## src/rtl/iter_shifter.sv

```systemverilog
// Multi-cycle barrel shifter: LSL/LSR/ASR/ROL/ROR, STEP bits per clock, with
// start/busy/done handshake and a registered carry-out of the last bit moved.
module iter_shifter #(
  parameter int WIDTH = 16,
  parameter int AMT_W = 5,
  parameter int STEP  = 1
) (
  input  logic             clk,
  input  logic             rst_n,
  input  logic             start,
  input  logic [WIDTH-1:0] a,
  input  logic [AMT_W-1:0] amt,
  input  logic [2:0]       mode,
  output logic             busy,
  output logic             done,
  output logic [WIDTH-1:0] s,
  output logic             cout
);

  localparam int CNT_W = $clog2(WIDTH + 1);
  localparam logic [CNT_W-1:0] WIDTH_C = CNT_W'(WIDTH);
  localparam logic [CNT_W-1:0] STEP_C  = CNT_W'(STEP);
  localparam logic [WIDTH-1:0] ONE     = WIDTH'(1);

  localparam logic [2:0] M_LSL = 3'd0;
  localparam logic [2:0] M_LSR = 3'd1;
  localparam logic [2:0] M_ASR = 3'd2;
  localparam logic [2:0] M_ROL = 3'd3;
  localparam logic [2:0] M_ROR = 3'd4;

  typedef enum logic {IDLE, SHIFT} state_t;

  state_t                  state_q, state_d;
  logic [WIDTH-1:0]        w_q, w_d;
  logic [WIDTH-1:0]        s_q, s_d;
  logic                    c_q, c_d;
  logic                    cout_q, cout_d;
  logic                    done_q, done_d;
  logic [2:0]              mode_q, mode_d;
  logic [CNT_W-1:0]        rem_q, rem_d;
  logic [CNT_W-1:0]        k;
  logic [WIDTH-1:0]        rot;
  logic signed [WIDTH-1:0] w_sgn;

  // Shifts saturate at WIDTH; rotates reduce modulo WIDTH; reserved modes pass a through.
  function automatic logic [CNT_W-1:0] eff_amt(input logic [AMT_W-1:0] amt_v,
                                               input logic [2:0]       md);
    logic [31:0] av;
    av = 32'(amt_v);
    case (md)
      M_LSL, M_LSR, M_ASR: eff_amt = (av >= 32'(WIDTH)) ? WIDTH_C : CNT_W'(av);
      M_ROL, M_ROR:        eff_amt = CNT_W'(av % 32'(WIDTH));
      default:             eff_amt = '0;
    endcase
  endfunction

  // State register
  always_ff @(posedge clk) begin
    if (!rst_n) state_q <= IDLE;
    else        state_q <= state_d;
  end

  // Next-state logic
  always_comb begin
    state_d = state_q;
    case (state_q)
      IDLE:    if (start) state_d = SHIFT;
      SHIFT:   if (rem_q == '0) state_d = IDLE;
      default: state_d = IDLE;
    endcase
  end

  // Outputs
  always_comb begin
    busy = (state_q == SHIFT);
    done = done_q;
    s    = s_q;
    cout = cout_q;
  end

  // Datapath next-state: latch on accept, step while remaining, publish on completion
  always_comb begin
    w_d    = w_q;
    s_d    = s_q;
    c_d    = c_q;
    cout_d = cout_q;
    mode_d = mode_q;
    rem_d  = rem_q;
    done_d = 1'b0;
    k      = (rem_q > STEP_C) ? STEP_C : rem_q;
    rot    = '0;
    w_sgn  = w_q;
    case (state_q)
      IDLE: begin
        if (start) begin
          w_d    = a;
          mode_d = mode;
          rem_d  = eff_amt(amt, mode);
          c_d    = 1'b0;
        end
      end
      SHIFT: begin
        if (rem_q == '0) begin
          s_d    = w_q;
          cout_d = c_q;
          done_d = 1'b1;
        end else begin
          rem_d = rem_q - k;
          case (mode_q)
            M_LSL: begin
              w_d = w_q << k;
              c_d = |(w_q & (ONE << (WIDTH_C - k)));
            end
            M_LSR: begin
              w_d = w_q >> k;
              c_d = |(w_q & (ONE << (k - 1'b1)));
            end
            M_ASR: begin
              w_d = w_sgn >>> k;
              c_d = |(w_q & (ONE << (k - 1'b1)));
            end
            M_ROL: begin
              rot = (w_q << k) | (w_q >> (WIDTH_C - k));
              w_d = rot;
              c_d = rot[0];
            end
            M_ROR: begin
              rot = (w_q >> k) | (w_q << (WIDTH_C - k));
              w_d = rot;
              c_d = rot[WIDTH-1];
            end
            default: w_d = w_q;
          endcase
        end
      end
      default: ;
    endcase
  end

  // Datapath registers
  always_ff @(posedge clk) begin
    if (!rst_n) begin
      w_q    <= '0;
      s_q    <= '0;
      c_q    <= 1'b0;
      cout_q <= 1'b0;
      done_q <= 1'b0;
      mode_q <= '0;
      rem_q  <= '0;
    end else begin
      w_q    <= w_d;
      s_q    <= s_d;
      c_q    <= c_d;
      cout_q <= cout_d;
      done_q <= done_d;
      mode_q <= mode_d;
      rem_q  <= rem_d;
    end
  end

endmodule

```

## config.mk

```make
export PLATFORM = sky130hd
export DESIGN_NAME = iter_shifter
export DESIGN_NICKNAME = d
export VERILOG_FILES = /design/src/rtl/iter_shifter.sv
export SDC_FILE = /design/constraint.sdc
export NUM_CORES = 1
export LEC_CHECK = 0
export ABC_AREA = 1
export CAP_MARGIN = 15
export CORE_UTILIZATION = 37
export DETAILED_ROUTE_END_ITERATION = 16
export SLEW_MARGIN = 20
export SYNTH_ARGS = -nofsm -noshare
export SYNTH_HDL_FRONTEND = slang
export SYNTH_SLANG_ARGS = --single-unit
```

## constraint.sdc

```tcl
create_clock -name clk -period 6.85 [get_ports clk]
set_input_delay 1.37 -clock clk [delete_from_list [all_inputs] [get_ports clk]]
set_output_delay 1.37 -clock clk [all_outputs]
set_load 0.005 [all_outputs]
```

==> results by group <==
Run status
  • Status: completed

Routing
  • Vias: 3,553
  • Drt pass-1 iters: 5
  • Routed len/inst: 18.3 um
  • DR iter-0 viols: 237
  • Final antenna-violating net count: 0
  • Post-Route WL: 11.3 mm
  • DR DRC count: 0
  • Drt via density: 5.76

Logic synthesis
  • Post-Syn Area: 0.00320 mm2
  • Post-synth cell types: 51
  • Async set or reset register ratio after synthesis: 0%
  • Yosys top cell by area: dfxtp_1
  • Post-synth EDFFs: 0
  • Synth Register Bits: 44
  • Avg Synthesized Cell Area: 6.67 um2
  • Synth top area cells: dfxtp_1 28%, nand2_1 10%, o21ai_0 7.3%, a21oi_1 7.2%, nand3_1 5.5%
  • Ys Warns: 0
  • Share of Yosys cell area claimed by the top area cell type: 27.5%
  • Syn Inst Count: 480
  • Synth Flop Type: dfxtp_1
  • Seq/Total Area, Yosys: 27.5%

Global routing
  • GRT Resource Usage Total: 26.0%
  • First-pass GRT wire length: 17.7 mm
  • Vias in the first global route: 3,332
  • GRT Residual Overflow: 0
  • Initial antenna violation count: 0
  • Largest net degree at the start of global routing: 41

Place
  • Gpl congestion: 1.00
  • Final HPWL DP: 8.36 mm
  • Port-buffer cells: 45

Clock tree
  • CTS Hold Bufs: 0
  • Clk buf depth: 2
  • Clk sinks: 44
  • Worst-Skew Late Latency: 0.30 ns
  • Reg clk slew, reported paths: 0.09 ns
  • Post-cts sizing count: 0
  • Post-CTS setup buffer count: 0
  • CTS buffer count: 5
  • H-tree Lvls: 2
  • Root Buffer: clkbuf_8
  • CTS tree: yes

Floorplanning
  • Initial core utilization: 38.6%
  • Die height: 95.0 um
  • Rows: 33
  • I/O pin cnt: 46
  • Die Area: 0.00903 mm2
  • Core area: 0.00830 mm2
  • Die width: 95.0 um

Layout
  • Layout cells sized above 1: 8.79%
  • ANT cells: 0
  • Filler instances: 864
  • Register area: 881 um2
  • Fin nets: 544
  • Multi-input logic area: 0.00198 mm2
  • Area Growth Syn to Fin: 16.6%

Run
  • Max Cap Viol: 0

Worst setup path
  • Critical Path Fanout Max: 40
  • Crit Path Class: flip-flop to flip-flop
  • Startpoint Class: flip-flop
  • CP arrival: 3.74 ns
  • CP Capture Type: flip-flop
  • WP data required: 7.08 ns

Timing
  • Final Slew Violations: 0
  • Setup TNS Final: 0 ns
  • Slew @ Worst Pin: 0.825 ns
  • Worst relative slew slack: 44.9%
  • Final Cycle Share: 51.3%
  • Unrepaired setup endpoints after global routing: no
  • Min cycle time layout: 3.51 ns
  • Final count of negative-setup-slack endpoints: 0
  • Clock Skew: 0.00525 ns
  • F_max: 0.285 GHz
  • Final hold violation count: 0

Pwr
  • Tot Pwr: 1.09 mW
  • Worst VDD drop: 0.000152 V
  • Pleak: 1.53 nW
  • Power per Cell Area: 291 mW/mm2

Min path
  • Hold WC Path Type: flip-flop to flip-flop
layer usage:
metal	GRT usage, %	share of wire, %
met1	34.8	45
met2	41.6	45
met3	4.23	5.9
met4	10.4	3.7
met5	0	0
cell type report:
class	count	share of cell area [%]
multi-input combinational	366	52.9
tap	105	3.52
clock inverter	2	0.402
inverter	47	4.89
timing repair buffer	47	12.5
sequential	44	23.6
clock buffer	6	2.21
cells in the mapped netlist (6+ instances only):
| cell type | number |
|---|---|
| nor2_1 | 34 |
| nand2_2 | 7 |
| nand2_1 | 88 |
| inv_1 | 41 |
| clkbuf_1 | 8 |
| nand3_1 | 35 |
| a21oi_1 | 46 |
| dfxtp_1 | 44 |
| o21ai_0 | 47 |
| ha_1 | 6 |
| nand4_1 | 22 |
| buf_2 | 11 |
| o21ai_1 | 19 |
worst max-delay path, stage by stage, from the launching register on:
cell and delay, ns:
dfxtp_1 0.36, nor2_4 0.27, nand3_4 0.53, ha_1 0.90
inv_1 0.49, nor2_1 0.20, inv_1 0.08, nor2_1 0.16
a32oi_1 0.08, nand3b_1 0.15, nand2_1 0.06, a21oi_1 0.13
sequential cells by signal, summed over array words and instances (netlist names):
name and count:
busy 1, c_q 1, w_q 16, cout 1, mode_q 3, rem_q 5
done 1, s 16
report_power, final:
| part | switching [mW] | internal [mW] |
|---|---|---|
| Clock | 0.100 | 0.0819 |
| Combinational | 0.397 | 0.182 |
| Sequential | 0.0376 | 0.289 |
| Total | 0.535 | 0.553 |
cells by family (layout without fill, tap and decap cells):
| logic type | Yosys count | after routing | share of synthesized area [%] |
|---|---|---|---|
| multiplexers | 1 | 1 | 0.313 |
| buffers and inverters | 73 | 102 | 11.1 |
| other | 2 | 5 | 0.235 |
| AND/OR/NAND/NOR | 203 | 203 | 31.1 |
| adder cells (fa/ha/maj) | 6 | 6 | 2.34 |
| flip-flops | 44 | 44 | 27.5 |
| XOR/XNOR | 2 | 2 | 0.547 |
| AO/OA/AOI/OAI | 149 | 149 | 26.8 |
placed cells by master (no fill, tap or decap), types with 6 or more instances in the layout:
cell | Yosys | routed
a21oi_1 | 46 | 46
nand2_2 | 7 | 7
nand3_1 | 35 | 35
nand2_1 | 88 | 88
o21ai_0 | 47 | 47
clkbuf_8 | 0 | 6
nand4_1 | 22 | 22
ha_1 | 6 | 6
nor2_1 | 34 | 34
o21ai_1 | 19 | 19
inv_1 | 41 | 41
clkdlybuf4s50_1 | 0 | 45
dfxtp_1 | 44 | 44
through the flow:
stage | std cells | utilization, % | cell area, um2 | hold slack (ns) | setup slack [ns]
after floorplan | 483 | - | 3210 | 0.455 | 4.44
after global placement | 609 | 43.8 | 3640 | 0.471 | 3.23
after detailed placement | 609 | 43.8 | 3640 | 0.472 | 3.22
after CTS | 617 | 45.0 | 3730 | 0.486 | 3.41
after global routing | 617 | 45.0 | 3730 | 0.514 | 3.02
final | 617 | 45.0 | 3730 | 0.485 | 3.34
path summary, 6_finish.rpt:
check	from	endpoint	slack [ns]	cells after the start
setup reg to reg	rem_q[2]	w_q[5]	3.34	11
setup / recovery	rem_q[2]	w_q[5]	3.34	11
hold / removal	rem_q[4]	rem_q[4]	0.48	2
hold reg to reg	rem_q[4]	rem_q[4]	0.48	2
No activity file was read; power rests on OpenSTA's default activity.
